`src/rtl/sram_arb_pkg.sv`:
```
// Shared types and defaults for the two-port SRAM arbiter.
package sram_arb_pkg;
    typedef enum logic {OWN_M0 = 1'b0, OWN_M1 = 1'b1} owner_e;

    localparam int DEF_AW   = 32;
    localparam int DEF_DW   = 32;
    // Wide enough for MAX_BURST up to 15.
    localparam int BURST_CW = 4;
endpackage

```
`src/rtl/sram_port_arbiter_if.sv`:
```
// Bundle of fetch port (m0), data port (m1) and SRAM-side signals around the arbiter.
// slave = arbiter view; master = requesters plus SRAM model view.
interface sram_port_arbiter_if
    import sram_arb_pkg::*;
#(
    parameter int AW = DEF_AW,
    parameter int DW = DEF_DW
);
    logic          m0_req;
    logic [AW-1:0] m0_addr;
    logic          m0_gnt;
    logic          m0_rvalid;
    logic [DW-1:0] m0_rdata;

    logic          m1_req;
    logic          m1_we;
    logic [AW-1:0] m1_addr;
    logic [DW-1:0] m1_wdata;
    logic          m1_gnt;
    logic          m1_rvalid;
    logic [DW-1:0] m1_rdata;

    logic          sram_req;
    logic          sram_we;
    logic [AW-1:0] sram_addr;
    logic [DW-1:0] sram_wdata;
    logic [DW-1:0] sram_rdata;

    modport slave (
        input  m0_req, m0_addr,
        input  m1_req, m1_we, m1_addr, m1_wdata,
        input  sram_rdata,
        output m0_gnt, m0_rvalid, m0_rdata,
        output m1_gnt, m1_rvalid, m1_rdata,
        output sram_req, sram_we, sram_addr, sram_wdata
    );

    modport master (
        output m0_req, m0_addr,
        output m1_req, m1_we, m1_addr, m1_wdata,
        output sram_rdata,
        input  m0_gnt, m0_rvalid, m0_rdata,
        input  m1_gnt, m1_rvalid, m1_rdata,
        input  sram_req, sram_we, sram_addr, sram_wdata
    );
endinterface

```
`src/rtl/sram_port_arbiter.sv`:
```
// Fetch/data arbiter for one single-port SRAM: combinational grant, read data one cycle later;
// losers are backpressured by holding gnt low. SRAM_ARB_RR_EN selects round-robin over fixed priority.
module sram_port_arbiter
    import sram_arb_pkg::*;
#(
    parameter int AW        = DEF_AW,
    parameter int DW        = DEF_DW,
    parameter int MAX_BURST = 4
) (
    input  logic               clk_i,
    input  logic               rst_i,
    sram_port_arbiter_if.slave bus
);
    logic          gnt_m0;
    logic          gnt_m1;
    logic          m0_rvalid_q;
    logic          m1_rvalid_q;
    logic [DW-1:0] m0_rdata_q;
    logic [DW-1:0] m1_rdata_q;

`ifdef SRAM_ARB_RR_EN
    // Owner history only matters for the round-robin tie-break.
    owner_e last_owner;

    always_comb begin
        gnt_m0 = 1'b0;
        gnt_m1 = 1'b0;
        if (bus.m0_req && bus.m1_req) begin
            gnt_m1 = (last_owner == OWN_M0);
            gnt_m0 = !gnt_m1;
        end else begin
            gnt_m0 = bus.m0_req;
            gnt_m1 = bus.m1_req;
        end
    end

    always_ff @(posedge clk_i or posedge rst_i) begin
        if (rst_i) begin
            last_owner <= OWN_M0;
        end else if (gnt_m0) begin
            last_owner <= OWN_M0;
        end else if (gnt_m1) begin
            last_owner <= OWN_M1;
        end
    end
`else
    localparam logic [BURST_CW-1:0] BURST_MAX = BURST_CW'(MAX_BURST);

    logic [BURST_CW-1:0] burst_cnt;
    logic [BURST_CW-1:0] burst_cnt_nxt;
    logic                starve;

    // Data port wins unless fetch has already watched MAX_BURST data grants go by.
    always_comb begin
        starve        = bus.m0_req && (burst_cnt == BURST_MAX);
        gnt_m1        = bus.m1_req && !starve;
        gnt_m0        = bus.m0_req && !gnt_m1;
        burst_cnt_nxt = burst_cnt;
        if (!bus.m0_req || gnt_m0) begin
            burst_cnt_nxt = '0;
        end else if (gnt_m1 && (burst_cnt != BURST_MAX)) begin
            burst_cnt_nxt = burst_cnt + BURST_CW'(1);
        end
    end

    always_ff @(posedge clk_i or posedge rst_i) begin
        if (rst_i) begin
            burst_cnt <= '0;
        end else begin
            burst_cnt <= burst_cnt_nxt;
        end
    end
`endif

    always_comb begin
        bus.sram_req   = gnt_m0 | gnt_m1;
        bus.sram_we    = gnt_m1 & bus.m1_we;
        bus.sram_addr  = '0;
        bus.sram_wdata = '0;
        if (gnt_m0) begin
            bus.sram_addr = bus.m0_addr;
        end else if (gnt_m1) begin
            bus.sram_addr  = bus.m1_addr;
            bus.sram_wdata = bus.m1_wdata;
        end
    end

    // Read data is sampled at the grant edge; writes never produce a response.
    always_ff @(posedge clk_i or posedge rst_i) begin
        if (rst_i) begin
            m0_rvalid_q <= 1'b0;
            m1_rvalid_q <= 1'b0;
            m0_rdata_q  <= '0;
            m1_rdata_q  <= '0;
        end else begin
            m0_rvalid_q <= gnt_m0;
            m1_rvalid_q <= gnt_m1 && !bus.m1_we;
            if (gnt_m0) begin
                m0_rdata_q <= bus.sram_rdata;
            end
            if (gnt_m1 && !bus.m1_we) begin
                m1_rdata_q <= bus.sram_rdata;
            end
        end
    end

    assign bus.m0_gnt    = gnt_m0;
    assign bus.m1_gnt    = gnt_m1;
    assign bus.m0_rvalid = m0_rvalid_q;
    assign bus.m0_rdata  = m0_rdata_q;
    assign bus.m1_rvalid = m1_rvalid_q;
    assign bus.m1_rdata  = m1_rdata_q;
endmodule
```
`src/flat_wrapper.sv`:
```
// flat-port wrapper written by rule: the top's interface ports become plain ports
module sram_port_arbiter_flat import sram_arb_pkg::*;
#(
    parameter int AW        = DEF_AW,
    parameter int DW        = DEF_DW,
    parameter int MAX_BURST = 4
)
  (clk_i, rst_i, bus_m0_req, bus_m0_addr, bus_m1_req, bus_m1_we, bus_m1_addr, bus_m1_wdata, bus_sram_rdata, bus_m0_gnt, bus_m0_rvalid, bus_m0_rdata, bus_m1_gnt, bus_m1_rvalid, bus_m1_rdata, bus_sram_req, bus_sram_we, bus_sram_addr, bus_sram_wdata);
  sram_port_arbiter_if #(.AW(AW), .DW(DW)) bus_i ();
  input  logic clk_i;
  input  logic rst_i;
  input wire logic [$bits(bus_i.m0_req)-1:0] bus_m0_req;
  input wire logic [$bits(bus_i.m0_addr)-1:0] bus_m0_addr;
  input wire logic [$bits(bus_i.m1_req)-1:0] bus_m1_req;
  input wire logic [$bits(bus_i.m1_we)-1:0] bus_m1_we;
  input wire logic [$bits(bus_i.m1_addr)-1:0] bus_m1_addr;
  input wire logic [$bits(bus_i.m1_wdata)-1:0] bus_m1_wdata;
  input wire logic [$bits(bus_i.sram_rdata)-1:0] bus_sram_rdata;
  output wire logic [$bits(bus_i.m0_gnt)-1:0] bus_m0_gnt;
  output wire logic [$bits(bus_i.m0_rvalid)-1:0] bus_m0_rvalid;
  output wire logic [$bits(bus_i.m0_rdata)-1:0] bus_m0_rdata;
  output wire logic [$bits(bus_i.m1_gnt)-1:0] bus_m1_gnt;
  output wire logic [$bits(bus_i.m1_rvalid)-1:0] bus_m1_rvalid;
  output wire logic [$bits(bus_i.m1_rdata)-1:0] bus_m1_rdata;
  output wire logic [$bits(bus_i.sram_req)-1:0] bus_sram_req;
  output wire logic [$bits(bus_i.sram_we)-1:0] bus_sram_we;
  output wire logic [$bits(bus_i.sram_addr)-1:0] bus_sram_addr;
  output wire logic [$bits(bus_i.sram_wdata)-1:0] bus_sram_wdata;
  assign bus_i.m0_req = bus_m0_req;
  assign bus_i.m0_addr = bus_m0_addr;
  assign bus_i.m1_req = bus_m1_req;
  assign bus_i.m1_we = bus_m1_we;
  assign bus_i.m1_addr = bus_m1_addr;
  assign bus_i.m1_wdata = bus_m1_wdata;
  assign bus_i.sram_rdata = bus_sram_rdata;
  assign bus_m0_gnt = bus_i.m0_gnt;
  assign bus_m0_rvalid = bus_i.m0_rvalid;
  assign bus_m0_rdata = bus_i.m0_rdata;
  assign bus_m1_gnt = bus_i.m1_gnt;
  assign bus_m1_rvalid = bus_i.m1_rvalid;
  assign bus_m1_rdata = bus_i.m1_rdata;
  assign bus_sram_req = bus_i.sram_req;
  assign bus_sram_we = bus_i.sram_we;
  assign bus_sram_addr = bus_i.sram_addr;
  assign bus_sram_wdata = bus_i.sram_wdata;
  sram_port_arbiter #(.AW(AW), .DW(DW), .MAX_BURST(MAX_BURST)) u_core (.clk_i(clk_i), .rst_i(rst_i), .bus(bus_i));
endmodule
```
`config.mk`:
```
export PLATFORM = sky130hd
export DESIGN_NAME = sram_port_arbiter_flat
export DESIGN_NICKNAME = d
export VERILOG_FILES = /design/src/rtl/sram_arb_pkg.sv /design/src/rtl/sram_port_arbiter_if.sv /design/src/rtl/sram_port_arbiter.sv /design/src/flat_wrapper.sv
export SDC_FILE = /design/constraint.sdc
export NUM_CORES = 1
export LEC_CHECK = 0
export CAP_MARGIN = 20
export CORE_AREA = 3 3 102 104
export CTS_CLUSTER_DIAMETER = 150
export DETAILED_ROUTE_END_ITERATION = 10
export DIE_AREA = 0 0 105 107
export DONT_BUFFER_PORTS = 1
export MAX_ROUTING_LAYER = met4
export PLACE_DENSITY_LB_ADDON = 0.2
export SLEW_MARGIN = 20
export SYNTH_ARGS = -nofsm -noshare
export SYNTH_HDL_FRONTEND = slang
export SYNTH_SLANG_ARGS = --single-unit
```
`constraint.sdc`:
```
create_clock -name clk_i -period 2 [get_ports clk_i]
set_input_delay 0.2 -clock clk_i [delete_from_list [all_inputs] [get_ports clk_i]]
set_output_delay 0.2 -clock clk_i [all_outputs]
set_load 0.1 [all_outputs]
```
**Yosys cells after proc, flatten, opt, wreduce, memory -nomap -nowiden**

Index checks and enable logic that the tools add are counted.

- Register bits: 70
- Input bits: 133
- Output and inout port bits: 134
- Word-level logic and storage cells: 27

- Add/sub/neg operators: 1
- Equality and inequality tests: 2
- Muxes and demuxes: 6
- Bitwise operators: 2
- Reductions and logical operators: 11

Operator list:

| operator | number |
|---|---|
| $mux 32 | 4 |
| $mux 4 | 2 |
| $logic_and 1x1->1 | 5 |
| $add 4x1->4 const B | 1 |
| $eq 4x3->1 const B | 1 |
| $logic_not 1->1 | 4 |
| $ne 4x3->1 const B | 1 |
| $reduce_bool 2->1 | 1 |
| $and 1x1->1 | 1 |
| $logic_or 1x1->1 | 1 |
| $or 1x1->1 | 1 |

**Depth between registers and ports, before layout**

Gate-level depths: netlist (run 1).

- Depth after elaboration: 8
- Mapped depth: 7
- Gate-level depth less buffers: 5

**Worst setup path before layout (run 1)**

OpenSTA, ideal clock, no wires.

- Path type: reg2out
- Start point: reg u_core.burst_cnt[0]
- End point: out bus_sram_addr[0]
- Arrival: 3.234 ns
- Data required time: 1.800 ns
- Slack: -1.434 ns
- Cell stages (with the launch flop): 7
- Buffers on the path: 1
- Cell sequence: dfrtp_1 > inv_1 > ha_1 > nand4b_4 > and2_1 > buf_6 > o21ai_0

- Cells in the longest elaborated chain, start to end: 7
- Elaborated cells between the ends (all ways): 8
- Those cells by class: 1 x eq/ne; 2 x mux; 5 x reduce/logical

Ends and longest elaborated chain:

| element | RTL line | source |
|---|---|---|
| start: declaration | sram_port_arbiter.sv:49 | `logic [BURST_CW-1:0] burst_cnt;` |
| start signal: assignment | sram_port_arbiter.sv:70 | `burst_cnt <= burst_cnt_nxt;` |
| $eq 4x3->1 * | sram_port_arbiter.sv:55 | `starve = bus.m0_req && (burst_cnt == BURST_MAX);` |
| $logic_and 1x1->1 * | sram_port_arbiter.sv:55 |  |
| $logic_not 1->1 * | sram_port_arbiter.sv:56 | `gnt_m1 = bus.m1_req && !starve;` |
| $logic_and 1x1->1 * | sram_port_arbiter.sv:56 |  |
| $logic_not 1->1 | sram_port_arbiter.sv:57 | `gnt_m0 = bus.m0_req && !gnt_m1;` |
| $logic_and 1x1->1 | sram_port_arbiter.sv:57 |  |
| $mux 32 * | sram_port_arbiter.sv:80 | `if (gnt_m0) begin` |
| end: declaration | flat_wrapper.sv:27 | `output wire logic [$bits(bus_i.sram_addr)-1:0] bus_sram_addr;` |

Every way passes the cells marked *; elsewhere a longest branch is shown, timed or not.

**Final worst setup path (run 1)**

- Start point: reg u_core.burst_cnt[1]
- End point: out bus_sram_wdata[13]

- Cells in the longest elaborated chain, start to end: 7
- Elaborated cells between the ends (all ways): 8
- Those cells by class: 1 x eq/ne; 2 x mux; 5 x reduce/logical

Ends and longest elaborated chain:

| element | RTL line | source |
|---|---|---|
| $eq 4x3->1 * | sram_port_arbiter.sv:55 |  |
| $logic_and 1x1->1 * | sram_port_arbiter.sv:55 |  |
| $logic_not 1->1 * | sram_port_arbiter.sv:56 |  |
| $logic_and 1x1->1 * | sram_port_arbiter.sv:56 |  |
| $logic_not 1->1 | sram_port_arbiter.sv:57 |  |
| $logic_and 1x1->1 | sram_port_arbiter.sv:57 |  |
| $mux 32 * | sram_port_arbiter.sv:80 |  |
| end: declaration | flat_wrapper.sv:28 | `output wire logic [$bits(bus_i.sram_wdata)-1:0] bus_sram_wdata;` |

Marks and branches as above.

==> results of run 1 <==
## area by class of cell
class / instances / area, um2
Fill cell: 704 / 3010
Timing Repair Buffer: 185 / 2480
Multi-Input combinational cell: 208 / 2040
Sequential cell: 70 / 1750
Tap cell: 133 / 166
Clock buffer: 10 / 138
Clock inverter: 6 / 45.0
Inverter: 5 / 18.8
## power by group
| group | switching (mW) | internal [mW] |
|---|---|---|
| logic | 2.63 | 0.943 |
| clock network | 0.561 | 0.488 |
| registers | 0.0847 | 1.61 |
## repair_timing
action                     4_1_cts  5_1_grt
setup buffers                    4        1
setup endpoints to repair       66       67
resized for setup               22       20
hold buffers                    30        6
cloned                           1        3
pin swaps                        6        2
hold endpoints to repair        70        6
## worst paths after layout
path	from	to	slack [ps]	depth (start not counted)
setup reg to reg	u_core.burst_cnt[1]	u_core.bus.m0_rdata[31]	80	8
max in group asynchronous	rst_i	u_core.bus.m0_rdata[29]	940	3
setup / recovery	u_core.burst_cnt[1]	bus_sram_wdata[13]	-20	7
hold reg to reg	u_core.bus.m1_rdata[4]	u_core.bus.m1_rdata[4]	510	1
min in group asynchronous	rst_i	u_core.bus.m0_rdata[9]	400	2
hold / removal	bus_sram_rdata[6]	u_core.bus.m0_rdata[6]	20	1
## routing by layer
| metal | vias up | share of wire | GRT usage |
|---|---|---|---|
| li1 | 1425 | - | - |
| met1 | 1605 | 0.35 | 0.256 |
| met2 | 153 | 0.56 | 0.430 |
| met3 | 21 | 0.069 | 0.0650 |
| met4 | 0 | 0.021 | 0.0712 |
| met5 | - | 0 | - |
## state kept, by name, indices dropped and copies added (netlist names)
register,flops
u_core.burst_cnt,4
u_core.bus.m0_rvalid,1
u_core.bus.m1_rdata,32
u_core.bus.m0_rdata,32
u_core.bus.m1_rvalid,1
## worst max-delay path: cells and delay by family, from the launching register on
family,cells,cell delay (ps)
buffers and inverters,4,580
adders and majority gates,1,140
and+or+nand+nor,2,350
DFF,1,400
## metrics by stage
| step | hold WS (ps) | utilization | worst slack (ps) | instance area, um2 |
|---|---|---|---|---|
| 3_3_place_gp | 178 | 0.596 | 190 | 5740 |
| 4_1_cts | 0.0912 | 0.662 | -28.7 | 6380 |
| 3_5_place_dp | 184 | 0.596 | 139 | 5740 |
| 5_1_grt | -0.415 | 0.688 | -109 | 6630 |
| 6_report | 16.6 | 0.688 | -19.1 | 6630 |
| 2_1_floorplan | 350 | - | -128 | 3860 |
## cell usage in the layout, fill, tap and decap left out, drive strengths merged
cell / Yosys / layout
nand2: 32 / 32
xor2: 1 / 1
inv: 5 / 6
or2: 1 / 1
clkbuf: 12 / 13
o21ai: 33 / 33
dfrtp: 70 / 70
clkinvlp: 0 / 3
clkinv: 0 / 2
nand3b: 1 / 1
ha: 2 / 2
nand4b: 1 / 1
and2: 1 / 1
mux2: 64 / 64
buf: 17 / 146
nand3: 34 / 34
dlygate4sd3: 0 / 36
nor2: 3 / 3
xnor2: 1 / 1
and3: 34 / 34
## kinds of logic (layout without fill, tap and decap cells)
group	count (synthesis)	in the layout	synth area share
AOI/OAI and AO/OA	33	33	0.0796
xor gates and xnor gates	2	2	0.00489
adders and majority gates	2	2	0.00698
buffers and inverters	34	206	0.0597
DFF	70	70	0.489
muxes	64	64	0.201
and+or+nand+nor	107	107	0.159
==> summary.md, run 1 <==
| Metric | Value |
|---|---|
| Slowest-stage cell, CP | `dfrtp_1` |
| Initial antenna violation count | `0` |
| Number of diodes | `0` |
| First-pass iteration count of the detailed router | `4` |
| Syn nets | `approximately 450` |
| Share of the yosys chip area belonging to registers | `0.489` |
| Final ANT Viol Nets | `0` |
| Ys flop type | `dfrtp_1` |
| CTS Buf Count | `9` |
| Fmax | `approximately 500 MHz` |
| Final setup violation count | `16` |
| CP Data Required Time | `approximately 1800 ps` |
| Max_slew headroom | `0.593` |
| CP Max Fanout | `22` |
| Total power draw | `about 6.3 mW` |
| Status | `finished, violations left` |
| Nets | `just over 600` |
| Via count | `3204` |
| Minimum clock period | `between 2000 and 2500 ps` |
| P_leak | `2.89 nW` |
| Register clock-pin slew on the reported worst setup and hold paths | `80 ps` |
| Most frequent cells after synthesis | `70 x dfrtp_1, 64 x mux2_2, 34 x and3_1, 34 x nand3_1, 32 x nand2_1` |
| Via density | `5.19` |
| Ports | `approximately 270` |
| Mean Syn Cell Area | `between 10 and 15 um2` |
| CTS tree | `yes` |
| Delay of the slowest critical-path stage | `400 ps` |
| Area delta synth->final | `85.0%` |
| Async set-reset flop share out of synthesis | `1.00` |
| Max-cap violation count | `0` |
| Unique cell type count in the Yosys netlist | `21` |
| Row cnt | `36` |
| Placed cells | `about 560` |
| First-pass GRT wire length | `19.9 mm` |
| Count leader, synth | `dfrtp_1` |
| Type of the worst min-delay path | `in -> reg` |
| Die Wd | `105 um` |
| Post-route insts no fill | `approximately 620` |
| Htree depth | `3` |
| Failing checks | `negative setup slack` |
| Synth Register Bits | `70` |
| Synth area leader | `dfrtp_1` |
| Chip height | `~110 um` |
| Core area | `0.00964 mm2` |
| CTS sink cnt | `70` |
| DR WL/cell | `22.3 um` |
| Yosys top cell area share | `0.489` |
| Layout cell share with drive strength beyond 1 | `0.628` |
| Slew @ Worst Pin | `between 600 and 700 ps` |
| Crit start category | `flop` |
| Post-synthesis cell count | `312` |
| Ranking of synthesized cells by area | `dfrtp_1 49%, mux2_2 20%, o21ai_2 7.1%, and3_1 5.9%, nand3_1 4.7%` |
| All-Layer GR Usage | `0.238` |
| Crit Path Class | `reg -> out` |
| Number of synthesized flops with an enable pin | `0` |
| Synth Warn # | `0` |
| Residual DRC count | `0` |
| Initial DRC Count | `roughly 210` |
| Final Max Slew Viols | `0` |
| Worst skew pair latency | `~340 ps` |
| Crit path capture type | `output pin` |
| Number of global-route vias before repair | `3289` |
| Die ar. | `approximately 0.011 mm2` |
| Worst vdd ir | `0.000862 V` |
| Netlist Area Pre-Place | `0.00358 mm2` |
| PortBufs | `0` |
| Initial Util | `0.372` |
| Setup WS post-layout | `-19.1 ps` |
| WP data arrival | `roughly 1800 ps` |
| Hpwl dp | `9.56 mm` |
| Critical path, cell by cell | `inv_2, ha_4, nand4b_4, buf_6, clkbuf_16, and3_2, buf_12` |
| CTS root buf | `clkbuf_8` |
| Fin. Hold Viols | `0` |
| Power per cell area | `about 950 mW/mm2` |
| Largest net degree at the start of global routing | `slightly above 70` |
| Clk buf depth | `2` |
| Final Cycle Share | `1.01` |
| Clk_skew | `approximately 14 ps` |
| Grt ovf | `0` |
| TNS Setup | `-159 ps` |
| RSZ-0062 raised after global routing | `true` |
| RePlAce Congestion | `between 0.8 and 0.9` |
| Wirelength, routed | `~14 mm` |
Power figures use the tool's default switching activity.
==> run 2, diff against run 1 <==
- CORE_AREA: 3 3 102 104 -> 3 3 103 105
- DIE_AREA: 0 0 105 107 -> 0 0 106 108
==> run 2 against run 1 <==
Against the previous run:
- the run still ends with negative setup slack left
- clock-buffer cell count unchanged
- setup slack got worse by 54 ps
- via count rose by 0.91%
- die area is 1.9% higher
- sequential share of layout area is 1.1 points lower
- utilization is 2.4 points higher
- routed wire length rose by 4.2%
- critical path depth unchanged
- sequential power about the same
==> summary.md, run 2 (same netlist as run 1, synthesis figures left out) <==
| Metric | Value |
|---|---|
| Layout cell share with drive strength beyond 1 | `0.626 (-0.00184)` |
| Wirelength, routed | `14.3 mm (+4.2%)` |
| Register clock-pin slew on the reported worst setup and hold paths | `70 ps (about the same)` |
| Status | `finished, violations left` |
| First-pass iteration count of the detailed router | `7 (+3)` |
| Final Max Slew Viols | `0 (unchanged)` |
| CTS Buf Count | `9 (unchanged)` |
| Placed Area | `0.00576 mm2 (+0.26%)` |
| Max-cap violation count | `0 (unchanged)` |
| Fin. Hold Viols | `0 (unchanged)` |
| Worst skew pair latency | `340 ps (about the same)` |
| Die ar. | `0.0114 mm2 (+1.9%)` |
| CTS root buf | `clkbuf_8` |
| Fmax | `482 MHz (-2.6%)` |
| Setup WS post-layout | `-72.9 ps (-53.8 ps)` |
| Final Cycle Share | `1.04 (+0.0269)` |
| Power per cell area | `943 mW/mm2 (-0.94%)` |
| Crit Path Class | `reg -> out` |
| Max_slew headroom | `0.661 (+0.0680)` |
| Core area | `0.00973 mm2 (+0.93%)` |
| CP Max Fanout | `7 (-68%)` |
| Htree depth | `3 (unchanged)` |
| Minimum clock period | `2070 ps (+53.8 ps)` |
| Worst vdd ir | `0.000831 V (-3.7%)` |
| PortBufs | `0 (unchanged)` |
| First-pass GRT wire length | `19.3 mm (-2.8%)` |
| Nets | `625 (+1.8%)` |
| Crit path capture type | `output pin` |
| Clk buf depth | `2 (unchanged)` |
| CP Data Required Time | `1800 ps (about the same)` |
| Ports | `267 (unchanged)` |
| Failing checks | `negative setup slack` |
| RSZ-0062 raised after global routing | `true` |
| Residual DRC count | `0 (unchanged)` |
| Via density | `5.15 (-0.86%)` |
| Initial Util | `0.368 (-0.00344)` |
| Clk_skew | `14.6 ps (+0.626 ps)` |
| Final setup violation count | `32 (+16)` |
| Grt ovf | `0 (unchanged)` |
| Chip height | `108 um (+0.93%)` |
| Commonest non-fill, non-tap cell in the layout | `buf_12` |
| Final ANT Viol Nets | `0 (unchanged)` |
| DR WL/cell | `22.8 um (+2.4%)` |
| CTS tree | `yes` |
| Most frequent cells in the layout | `75 x buf_12, 73 x buf_4, 70 x dfrtp_1` |
| Die Wd | `106 um (+0.95%)` |
| Number of global-route vias before repair | `3347 (+1.8%)` |
| Post-place setup slack | `36.9 ps (-102 ps)` |
| Largest net degree at the start of global routing | `71 (unchanged)` |
| Crit start category | `flop` |
| Initial antenna violation count | `0 (unchanged)` |
| WP data arrival | `1870 ps (+50 ps)` |
| P_leak | `3.12 nW (+7.8%)` |
| Type of the worst min-delay path | `in -> reg` |
| Hpwl dp | `9.93 mm (+3.9%)` |
| CTS sink cnt | `70 (unchanged)` |
| TNS Setup | `-1710 ps (-1550 ps)` |
| Fin area | `0.00693 mm2 (+4.4%)` |
| RePlAce Congestion | `0.762 (-7.9%)` |
| Initial DRC Count | `165 (-23%)` |
| Area delta synth->final | `93.2%` |
| Row cnt | `36 (unchanged)` |
| Number of diodes | `0 (unchanged)` |
| Slew @ Worst Pin | `512 ps (-98.0 ps)` |
| All-Layer GR Usage | `0.228 (-0.0102)` |
| Via count | `3233 (+0.91%)` |
-- run 2: layer usage --
layer  track usage  part of all wire  vias up
met5             -                 0        -
met4        0.0481            0.0094        0
met3         0.108              0.10       15
met2         0.389              0.52      167
met1         0.244              0.37     1600
li1              -                 -     1451
-- run 2: worst max-delay path, cell delays in order (launching register included) --
cell and delay, ps:
dfrtp_1 400, inv_2 70, ha_4 130, nand4b_4 150, and2_4 260, clkbuf_16 190, o21ai_4 150, buf_12 190
-- run 2: report_power, final --
part	leakage, nW	internal, mW	total [mW]	switching, mW
Combinational	2.18	1.01	3.64	2.64
Clock	0.103	0.617	1.18	0.566
Sequential	0.832	1.61	1.71	0.0953
-- run 2: what timing repair did --
item                                    4_1_cts  5_1_grt
endpoints found under the setup margin       59       96
buffers inserted                              6        3
hold buffers                                 31        4
endpoints found under the hold margin       125        4
cloned                                        1        9
resized for setup                            15       59
pin swaps                                     4       30
-- run 2: final cells by class --
cell class,count,area [um2]
clock buffer,10,138
tap,133,166
multi-input combinational,208,2110
timing repair buffer,196,2670
sequential,70,1750
clock inverter,6,68.8
inverter,5,18.8
fill,675,2800
-- run 2: per-stage QoR --
| stage | power [mW] | std cells | util | hold WS (ps) |
|---|---|---|---|---|
| after floorplan | 4.33 | 312 | - | 350 |
| after global placement | 5.14 | 558 | 0.592 | 191 |
| after detailed placement | 5.17 | 558 | 0.592 | 199 |
| after CTS | 6.44 | 612 | 0.660 | 0.404 |
| after global routing | 6.74 | 628 | 0.712 | 1.04 |
| final | 6.53 | 628 | 0.712 | 20.9 |
-- run 2: path summary, 6_finish.rpt --
| path | endpoint | slack (ps) | start | cells past startpoint |
|---|---|---|---|---|
| setup / recovery | bus_sram_addr[10] | -70 | u_core.burst_cnt[0] | 7 |
| hold / removal | u_core.bus.m0_rdata[26] | 20 | bus_sram_rdata[26] | 1 |
| setup reg to reg | u_core.bus.m1_rdata[2] | 60 | u_core.burst_cnt[0] | 9 |
| hold reg to reg | u_core.bus.m1_rdata[6] | 520 | u_core.bus.m1_rdata[6] | 1 |
| max in group asynchronous | u_core.bus.m1_rdata[31] | 1300 | rst_i | 3 |
| min in group asynchronous | u_core.bus.m0_rdata[5] | 380 | rst_i | 3 |
==> run 3, diff against run 2 <==
- CORE_AREA: 3 3 103 105 -> 3 3 102 104
- CTS_BUF_LIST: not set -> sky130_fd_sc_hd__clkbuf_8
- DIE_AREA: 0 0 106 108 -> 0 0 105 107
- SKIP_CTS_REPAIR_TIMING: not set -> 1
==> run 3 against run 2 <==
Against the previous run:
- the flow still finishes with violations (negative setup slack)
- worst hold slack got worse by 2.9 ps
- non-clock buffer count shrank 16
- first-iteration DRC count increased by 50%
- largest power group unchanged
- register-to-register slack better by 130 ps
- clock skew shrank 0.70 ps
- critical path depth unchanged
- routed wire length down 7.5%
- critical path type unchanged
- fmax down 2.0%
- flip-flop and latch count unchanged
- die area shrank 1.9%
==> summary.md, run 3 (same netlist as run 1, synthesis figures left out) <==
| Metric | Value |
|---|---|
| Hpwl dp | `9.56 mm (-3.8%)` |
| CTS tree | `yes` |
| Clock Power Share | `0.167 (-0.014)` |
| Area delta synth->final | `79.3%` |
| Placed Area | `0.00574 mm2 (-0.26%)` |
| Grt ovf | `0 (unchanged)` |
| Crit Path Class | `reg -> out` |
| Most frequent cells in the layout | `74 x buf_4, 71 x buf_12, 70 x dfrtp_1` |
| Final ANT Viol Nets | `0 (unchanged)` |
| Largest net degree at the start of global routing | `71 (unchanged)` |
| Area taken by multi-input logic gates | `0.00190 mm2 (-9.9%)` |
| Initial antenna violation count | `0 (unchanged)` |
| CTS sink cnt | `70 (unchanged)` |
| Design internal power | `3.01 mW (-7.0%)` |
| Ports | `267 (unchanged)` |
| Clk_skew | `13.9 ps (-0.702 ps)` |
| WP data arrival | `1910 ps (+40 ps)` |
| RePlAce Congestion | `0.828 (+8.6%)` |
| First-pass iteration count of the detailed router | `4 (-3)` |
| Comb pwr share | `0.562 (+0.005)` |
| Fin. Hold Viols | `0 (unchanged)` |
| DR WL/cell | `21.7 um (-5.1%)` |
| Post-place setup slack | `139 ps (+102 ps)` |
| Residual DRC count | `0 (unchanged)` |
| Via count | `3180 (-1.6%)` |
| Max-cap violation count | `0 (unchanged)` |
| RSZ-0062 raised after global routing | `true` |
| Initial DRC Count | `248 (+50%)` |
| Via density | `5.20 (+0.93%)` |
| Wirelength, routed | `13.3 mm (-7.5%)` |
| Initial Util | `0.372 (+0.00344)` |
| Clk buf depth | `2 (unchanged)` |
| Core area | `0.00964 mm2 (-0.93%)` |
| Fill cell count | `727 (+7.7%)` |
| Commonest non-fill, non-tap cell in the layout | `buf_4` |
| CP Data Required Time | `1800 ps (about the same)` |
| PortBufs | `0 (unchanged)` |
| Final Max Slew Viols | `0 (unchanged)` |
| Die ar. | `0.0112 mm2 (-1.9%)` |
| Psw | `3.25 mW (-1.4%)` |
| Status | `finished, violations left` |
| Reg area | `0.00175 mm2 (unchanged)` |
| Fmax | `473 MHz (-2.0%)` |
| P_leak | `2.87 nW (-8.0%)` |
| Total power draw | `6.26 mW (-4.2%)` |
| TNS Setup | `-4350 ps (-2650 ps)` |
| Number of global-route vias before repair | `3068 (-8.3%)` |
| Final setup violation count | `60 (+88%)` |
| Chip height | `107 um (-0.93%)` |
| Die Wd | `105 um (-0.94%)` |
| CP Max Fanout | `10 (+3)` |
| CTS root buf | `clkbuf_8` |
| Slew @ Worst Pin | `605 ps (+92.5 ps)` |
| CTS Buf Count | `9 (unchanged)` |
| Max_slew headroom | `0.596 (-0.0642)` |
| Layout cell share with drive strength beyond 1 | `0.591 (-0.0354)` |
| Final Cycle Share | `1.06 (+0.0209)` |
| Htree depth | `3 (unchanged)` |
| Switch share | `0.519 (+0.0145)` |
| Type of the worst min-delay path | `in -> reg` |
| Nets | `609 (-2.6%)` |
| Worst skew pair latency | `330 ps (about the same)` |
| Failing checks | `negative setup slack` |
| Row cnt | `36 (unchanged)` |
| Worst vdd ir | `0.000864 V (+4.0%)` |
| All-Layer GR Usage | `0.219 (-0.00931)` |
| Number of diodes | `0 (unchanged)` |
| Crit start category | `flop` |
| Power per cell area | `973 mW/mm2 (+3.2%)` |
| Core Util, Final | `0.667 (-0.0449)` |
| Fin area | `0.00643 mm2 (-7.2%)` |
| Setup WS post-layout | `-115 ps (-41.8 ps)` |
| Crit path capture type | `output pin` |
| Minimum clock period | `2110 ps (+41.8 ps)` |
| Register clock-pin slew on the reported worst setup and hold paths | `80 ps (about the same)` |
| First-pass GRT wire length | `18.3 mm (-5.3%)` |
| Sequential share of power | `0.271 (+0.010)` |
-- run 3: cell count changes in the layout (fill, tap and decap cells not counted), sizes merged --
cell,change
buf,-7
dlygate4sd3,-6
clkbuf,-3
clkinvlp,+2
bufinv,-1
clkinv,-1
-- run 3: metal layers --
metal	vias up	wire [um]	track usage
met3	14	958	0.0632
li1	1416	-	-
met1	1586	4700	0.239
met2	164	7350	0.390
met4	0	261	0.0619
met5	-	0	-
-- run 3: worst max-delay path, cell delays in order, from the launching register on --
cell      delay [ps]
dfrtp_1          410
inv_2             80
ha_4             140
nand4b_4         150
and2_4           250
buf_16           180
o21ai_4          170
buf_12           190
-- run 3: final timing paths --
| path | slack [ps] | to | start | cells past startpoint |
|---|---|---|---|---|
| setup reg to reg | 190 | u_core.bus.m0_rdata[0] | u_core.burst_cnt[1] | 7 |
| hold reg to reg | 480 | u_core.burst_cnt[0] | u_core.burst_cnt[0] | 1 |
| max in group asynchronous | 940 | u_core.bus.m1_rdata[1] | rst_i | 3 |
| min in group asynchronous | 410 | u_core.bus.m0_rdata[14] | rst_i | 2 |
| setup / recovery | -110 | bus_sram_addr[0] | u_core.burst_cnt[1] | 7 |
| hold / removal | 20 | u_core.bus.m0_rdata[26] | bus_sram_rdata[26] | 1 |
-- run 3: cell type report --
type,count,share of cell area
repair buffers,180,0.374
clock buffers,10,0.0214
clock inverters,6,0.00701
well taps,133,0.0259
multi-input cells,208,0.296
flip-flops and latches,70,0.272
inverters,5,0.00292
-- run 3: metrics by stage --
stage | instances | hold slack, ps
5_1_grt | 612 | -4.60
3_3_place_gp | 556 | 178
4_1_cts | 572 | -191
3_5_place_dp | 556 | 184
6_report | 612 | 18.0
2_1_floorplan | 312 | 350
-- run 3: power groups by stage --
stage	Combinational, mW	Sequential (mW)	Clock [mW]
after floorplan	1.13	3.19	0
after global placement	3.42	1.71	0
after detailed placement	3.45	1.72	0
after CTS	3.45	1.69	1.08
after global routing	3.60	1.72	1.15
final	3.52	1.70	1.04
